==> src/rtl/reg32_serial_rx.sv <==
// reg32_serial_rx: serial-to-parallel receiver for the 32-bit shifting-register link.
// Rebuilds words from the serial stream of a reg_32 chain and honours the transmitter's
// shift direction, which is latched with the first bit of every word. Each finished word is
// presented with a valid/ready handshake. A sticky flag records bits dropped while a word
// was still pending.
//
// Optional feature: define PARITY_CHECK_EN to add a trailing even-parity bit to each frame.
// That bit is checked and reported on PARITY_ERR. When the macro is undefined, PARITY_ERR
// is tied to 0.
//
// Ports:
//   CLK        rising-edge clock
//   RESET_N    synchronous reset, active low (overrides ENB)
//   ENB        block enable; 0 freezes all state
//   DIR        1 = LSB first (right shift), 0 = MSB first (left shift)
//   S_IN       serial data bit, qualified by BIT_VALID
//   BIT_VALID  one bit per CLK while high
//   WORD_READY consumer accepts the presented word
//   D_OUT      reconstructed word, stable while WORD_VALID=1
//   WORD_VALID D_OUT holds a complete word
//   BIT_CNT    bits collected in the current frame
//   OVERRUN    sticky: a bit was dropped while a word was pending
//   PARITY_ERR parity mismatch on the presented word
module reg32_serial_rx #(
  parameter int unsigned WIDTH = 32,
  parameter int unsigned CNT_W = 6
) (
  input  logic             CLK,
  input  logic             RESET_N,
  input  logic             ENB,
  input  logic             DIR,
  input  logic             S_IN,
  input  logic             BIT_VALID,
  input  logic             WORD_READY,
  output logic [WIDTH-1:0] D_OUT,
  output logic             WORD_VALID,
  output logic [CNT_W-1:0] BIT_CNT,
  output logic             OVERRUN,
  output logic             PARITY_ERR
);

`ifdef PARITY_CHECK_EN
  localparam int unsigned FRAME = WIDTH + 1;
`else
  localparam int unsigned FRAME = WIDTH;
`endif

  typedef enum logic [1:0] {StIdle, StShift, StFull} state_e;

  state_e           state_q, state_d;
  logic [WIDTH-1:0] shift_q, shift_d;
  logic [WIDTH-1:0] dout_q, dout_d;
  logic [CNT_W-1:0] cnt_q, cnt_d;
  logic             dir_q, dir_d;
  logic             overrun_q, overrun_d;

  logic             hs, accept, first, last, dir_eff;
  logic [CNT_W-1:0] cnt_eff;
  logic [WIDTH-1:0] shifted;

`ifdef PARITY_CHECK_EN
  logic par_q, par_d, par_eff;
  logic perr_q, perr_d;
`endif

  always_ff @(posedge CLK) begin
    if (!RESET_N) begin
      state_q   <= StIdle;
      shift_q   <= '0;
      dout_q    <= '0;
      cnt_q     <= '0;
      dir_q     <= 1'b0;
      overrun_q <= 1'b0;
`ifdef PARITY_CHECK_EN
      par_q     <= 1'b0;
      perr_q    <= 1'b0;
`endif
    end else begin
      state_q   <= state_d;
      shift_q   <= shift_d;
      dout_q    <= dout_d;
      cnt_q     <= cnt_d;
      dir_q     <= dir_d;
      overrun_q <= overrun_d;
`ifdef PARITY_CHECK_EN
      par_q     <= par_d;
      perr_q    <= perr_d;
`endif
    end
  end

  always_comb begin
    state_d   = state_q;
    shift_d   = shift_q;
    dout_d    = dout_q;
    cnt_d     = cnt_q;
    dir_d     = dir_q;
    overrun_d = overrun_q;
    dir_eff   = dir_q;
    cnt_eff   = cnt_q;
    last      = 1'b0;
    shifted   = shift_q;
`ifdef PARITY_CHECK_EN
    par_d     = par_q;
    perr_d    = perr_q;
    par_eff   = par_q;
`endif

    hs     = ENB && (state_q == StFull) && WORD_READY;
    // In FULL, a bit is only taken if the pending word is consumed on the same edge.
    accept = ENB && BIT_VALID && ((state_q != StFull) || WORD_READY);
    // Any accepted bit outside SHIFT opens a new frame.
    first  = (state_q != StShift);

    if (hs) begin
      state_d = StIdle;
      cnt_d   = '0;
`ifdef PARITY_CHECK_EN
      perr_d  = 1'b0;
`endif
    end

    if (ENB && BIT_VALID && (state_q == StFull) && !WORD_READY) begin
      overrun_d = 1'b1;
    end

    if (accept) begin
      dir_eff = first ? DIR : dir_q;
      cnt_eff = first ? '0 : cnt_q;
      last    = (cnt_eff == CNT_W'(FRAME - 1));
      shifted = dir_eff ? {S_IN, shift_q[WIDTH-1:1]} : {shift_q[WIDTH-2:0], S_IN};
      dir_d   = dir_eff;
      cnt_d   = cnt_eff + CNT_W'(1);
      state_d = last ? StFull : StShift;
`ifdef PARITY_CHECK_EN
      par_eff = first ? 1'b0 : par_q;
      if (last) begin
        // Trailing parity bit: data is already complete in the shadow register.
        dout_d = shift_q;
        perr_d = par_eff ^ S_IN;
      end else begin
        shift_d = shifted;
        par_d   = par_eff ^ S_IN;
      end
`else
      shift_d = shifted;
      if (last) dout_d = shifted;
`endif
    end
  end

  assign D_OUT      = dout_q;
  assign WORD_VALID = (state_q == StFull);
  assign BIT_CNT    = cnt_q;
  assign OVERRUN    = overrun_q;
`ifdef PARITY_CHECK_EN
  assign PARITY_ERR = perr_q;
`else
  assign PARITY_ERR = 1'b0;
`endif

endmodule
==> config.mk <==
export PLATFORM = sky130hd
export DESIGN_NAME = reg32_serial_rx
export DESIGN_NICKNAME = d
export VERILOG_FILES = /design/src/rtl/reg32_serial_rx.sv
export SDC_FILE = /design/constraint.sdc
export NUM_CORES = 1
export LEC_CHECK = 0
export ABC_AREA = 0
export CORE_ASPECT_RATIO = 1.25
export CORE_MARGIN = 2
export CORE_UTILIZATION = 53
export DETAILED_ROUTE_END_ITERATION = 10
export PLACE_DENSITY = 0.82
export SLEW_MARGIN = 0
export SYNTH_ARGS = -nofsm -noshare
export SYNTH_HDL_FRONTEND = slang
export SYNTH_SLANG_ARGS = --single-unit
==> constraint.sdc <==
create_clock -name CLK -period 2.45 [get_ports CLK]
set_clock_uncertainty 0.1 [all_clocks]
set_input_delay 0.49 -clock CLK [delete_from_list [all_inputs] [get_ports CLK]]
set_output_delay 0.49 -clock CLK [all_outputs]
set_load 0.1 [all_outputs]
; After elaboration in Yosys (flattened, before gate mapping)
; Index checks and enable logic that the tools add are counted.
[classes]
add_sub_neg = 1
mul = 0
div = 0
order_cmp = 0
eq_ne = 4
shifts = 0
n_mux = 8
n_bitwise = 0
reduce_logical = 10
[op_table]
columns = operator, n
row1 = two-way mux 32 bit, 1
row2 = two-way mux 6 bit, 3
row3 = adder 6 x 1 -> 6 bit (second input constant), 1
row4 = equality test 6 x 5 -> 1 bit (second input constant), 1
row5 = logical AND 1 bit, 6
row6 = two-way mux 2 bit, 3
row7 = equality test 2 bit (second input constant), 1
row8 = != test 2 x 1 -> 1 bit (second input constant), 1
row9 = != test 2 bit (second input constant), 1
row10 = AND reduction 2 bit, 1
row11 = nonzero test 2 bit, 1
row12 = zero test 1 bit, 1
row13 = logical OR 1 bit, 1
row14 = two-way mux 1 bit, 1
[totals]
register_bits = 74
latchBits = 0
mem_bits_rw = 0
mem_bits_ro = 0
in_bits = 7
out_inout_bits = 41
word_cells = 29
memories = 0

; Logic depth before layout (Yosys ltp)
[depth]
word_depth = 5
mapped_depth = 10
depth_no_buf = 7

; Worst setup path after synthesis
; Ideal clock, no wire load.
[synth_timing]
path_type = register to register
from = register cnt_q[0], in the netlist BIT_CNT[0]
to = register dout_q[11], in the netlist D_OUT[11]
setup_ns = 0.133
arrival_ns = 2.379
required_time_ns = 2.217
setup_slack_ns = -0.161
stages_incl_launch_ff = 8
n_path_buf = 2
synth_period_minus_slack_ns = 2.611
cell_sequence = dfxtp_1 > and2_1 > ha_1 > nand3_1 > nor4_2 > buf_2 > clkbuf_1 > a21oi_1
[synth_between]
elab_chain_cells = 3
[synth_rtl]
columns = item, line
row1 = "start, declared", 53  ; logic [CNT_W-1:0] cnt_q, cnt_d;
row2 = "start signal, assigned", 82  ; cnt_q <= cnt_d;
row3 = two-way mux 6 bit, 129  ; cnt_eff = first ? '0 : cnt_q;
row4 = equality test 6 x 5 -> 1 bit, 130  ; last = (cnt_eff == CNT_W'(FRAME - 1));
row5 = AND reduction 2 bit (no source line), -
row6 = "end signal, assigned", 81  ; dout_q <= dout_d;
row7 = "end, declared", 52  ; logic [WIDTH-1:0] dout_q, dout_d;
; No other way between the ends.
; A chain may end at the register's enable or synchronous reset.

; Final worst setup path
[layout_timing]
from = register state_q[1]
to = register dout_q[12], in the netlist D_OUT[12]
[layout_between]
elab_chain_cells = 4
word_cells_on_any_way = 9
cone_classes = eq/ne: 3 / mux: 3 / reduce/logical: 3
[layout_rtl]
columns = item, line
row1 = "start, declared", 50  ; state_e state_q, state_d;
row2 = "start signal, assigned", 68  ; state_q <= StIdle;
row3 = "start signal, assigned", 79  ; state_q <= state_d;
row4 = != test 2 x 1 -> 1 bit / != test 2 bit (equally long branches), "113, 111"
row5 = two-way mux 6 bit / logical OR 1 bit (equally long branches), "129, 111"
row6 = equality test 6 x 5 -> 1 bit / logical AND 1 bit (equally long branches), "130, 111"
row7 = AND reduction 2 bit (no source line), -
; Several ways; a longest one is shown, not always the timed one.

==> flow_summary.json <==
{
  "grt_setup_unrepaired": "no",
  "cts_resized": 0,
  "wirelength_mm": 5.91,
  "m1WireLength_mm": 2.68,
  "cts_buffer_depth": 2,
  "antenna_cells": 0,
  "antenna_found_initial": 0,
  "avgSynthCellArea_um2": 9.44,
  "fmax_mhz": 464,
  "p_per_area_nw_per_um2": 647,
  "path_clk_slew_ns": 0.07,
  "ant_nets": 0,
  "cts_root_buffer": "clkbuf_8",
  "place_congestion": 0.880,
  "min_path_type": "flip-flop to flip-flop",
  "met3_length_um": 220,
  "critPathSlowestCell": "dfxtp_1",
  "hold_viol": 0,
  "insertion_delay_ns": 0.33,
  "period_share_pct": 88.0,
  "holdBufCountCts": 0,
  "grt_pass1_wl_mm": 9.91,
  "yosys.area_share.simple_pct": 6.50,
  "io_pins": 48,
  "clock-sinks": 74,
  "drc": 0,
  "synth-seq-cells": 74,
  "max_stage_delay_ns": 0.40,
  "grt.total_usage_pct": 20.0,
  "grt_pass1_vias": 2192,
  "start_util_pct": 55.1,
  "io_buffers": 46,
  "cp-end-kind": "flip-flop",
  "dr.max_layer_used": "met4",
  "nets": 364,
  "seq_area_um2": 1480,
  "met2WireLength_mm": 2.91,
  "synth_compound_area_share_pct": 25.3,
  "synth_top_family_by_area": "compound AO/OA/AOI/OAI gates",
  "finalMaxSlewViolations": 0,
  "drtPass1Iterations": 4,
  "finalSetupViolCount": 0,
  "path_cells": "nor2b_4 -> and2_1 -> ha_1 -> nand3_1 -> nor4_4 -> buf_12 -> o21ai_0 -> a21oi_1",
  "cts_setup_buffers": 0,
  "grt_max_degree": 70,
  "synth_flop_cell": "dfxtp_1",
  "numCtsBuffers": 9,
  "max_cap_viol_count": 0,
  "synth_seq_area_share_pct": 49.0,
  "syn_nets": 328,
  "ys_async_sr_fraction_pct": 0,
  "synth_area_um2": 3020,
  "timing.hold.ws_ns": 0.389,
  "setup_tns_ns": 0,
  "ctsHtreeMaxLevel": 3,
  "crit_arrival_ns": 2.32,
  "place_hpwl_mm": 3.86,
  "via_count": 2413,
  "synth.area.mux_share_pct": 11.8,
  "first_iter_violations": 79,
  "vias_per_cell": 5.69,
  "synth-edff-count": 0,
  "cts_tree": "done",
  "synthCells": 320,
  "multi_input_area_um2": 1350,
  "power.leakage_nw": 1.44,
  "synth_warnings": 0,
  "synthAdderAreaFrac_pct": 0.414,
  "core-area_um2": 5480,
  "start_kind": "flip-flop",
  "ir_drop_v": 0.000463,
  "status": "finished clean",
  "wl_per_cell_um": 13.9,
  "synthXorXnorAreaFrac_pct": 0,
  "areaGrowthSynthToFinish_pct": 18.0,
  "fill_cells": 476,
  "drive_gt1_share_pct": 20.0,
  "rows": 30,
  "die_h_um": 88.4,
  "worstPathRequired_ns": 2.62,
  "die-area_um2": 6330,
  "fin_crit_ns": 2.16,
  "cp_max_fo": 66,
  "setup.worst_path.class": "flip-flop to flip-flop",
  "grt_overflow": 0,
  "synth_cell_types": 36,
  "dieWidth_um": 71.5
}
-- cell usage in the layout (no fill, tap or decap), drive strengths merged, types with 4 or more instances in the layout --
cell type and instances:
clkbuf 13, o21ai 70, a21boi 5, nand2 7, buf 50, mux2i 34, nor2 4, clkdlybuf4s50 5
nand3 4, a21oi 65, dfxtp 74
-- cells by family (layout without fill, tap and decap cells) --
logic type                 Yosys count  after routing
adders and majority gates            1              1
DFF                                 74             74
muxes                               35             35
and+or+nand+nor                     31             31
other                                1              1
AOI/OAI and AO/OA                  146            146
buffers and inverters               32             72
-- layer usage --
layer,track usage [%],vias up
met5,0,-
met4,10.3,0
met3,3.64,8
met2,33.9,42
met1,24.3,1137
li1,-,1226
-- stage by stage --
step / worst slack (ns) / std cells / instance area [um2] / util (%) / total power [W]
floorplan: 0.0925 / 320 / 3020 / - / 0.00147
global placement: 0.278 / 409 / 3390 / 61.9 / 0.00150
detailed placement: 0.224 / 409 / 3390 / 61.9 / 0.00150
CTS: 0.284 / 424 / 3560 / 65.0 / 0.00232
global route: 0.0936 / 424 / 3560 / 65.0 / 0.00241
finish: 0.294 / 424 / 3560 / 65.0 / 0.00230
-- sequential cells by signal (all words and copies together), names as in the netlist --
signal   flops
D_OUT       32
shift_q     32
BIT_CNT      6
state_q      2
OVERRUN      1
dir_q        1
-- critical path, delay by kind of cell (launching register included) --
kind                       cells  cell delay, ns
and+or+nand+nor                4            0.88
AOI/OAI and AO/OA              2            0.25
buffers and inverters          1            0.28
adders and majority gates      1            0.19
DFF                            1            0.40
-- path summary, 6_finish.rpt --
| path | startpoint | end | slack (ns) | cells past startpoint |
|---|---|---|---|---|
| worst max-delay path | state_q[1] | D_OUT[12] | 0.29 | 8 |
| worst min-delay path | OVERRUN | OVERRUN | 0.39 | 2 |
| worst max register to register | state_q[1] | D_OUT[12] | 0.29 | 8 |
| worst min register to register | OVERRUN | OVERRUN | 0.39 | 2 |
-- power by group --
group          internal (W)  switching [W]
registers           0.00124      0.0000273
clock network      0.000417       0.000410
logic             0.0000856       0.000125
total               0.00174       0.000563
-- cells in the mapped netlist, drive strengths merged (2+ instances only) --
cell type / instances / area share [%]
a21boi: 5 / 1.2
a21oi: 65 / 11
and2: 2 / 0.41
buf: 13 / 4.5
clkbuf: 17 / 2.1
dfxtp: 74 / 49
inv: 2 / 0.25
mux2i: 34 / 11
nand2: 7 / 0.87
nand2b: 2 / 0.41
nand3: 4 / 0.66
nand4: 2 / 0.41
nor2: 4 / 0.50
nor2b: 2 / 0.66
nor4: 2 / 0.62
o21a: 2 / 0.50
o21ai: 70 / 12
o221a: 2 / 0.75
-- area by class of cell --
| type | instances | share of cell area [%] |
|---|---|---|
| clock buffer | 13 | 4.46 |
| clock inverter | 2 | 0.351 |
| inverter | 2 | 0.211 |
| multi-input combinational | 214 | 37.8 |
| sequential | 74 | 41.6 |
| tap | 64 | 2.25 |
| timing repair buffer | 55 | 13.3 |
(Power assumes the default switching activity.)
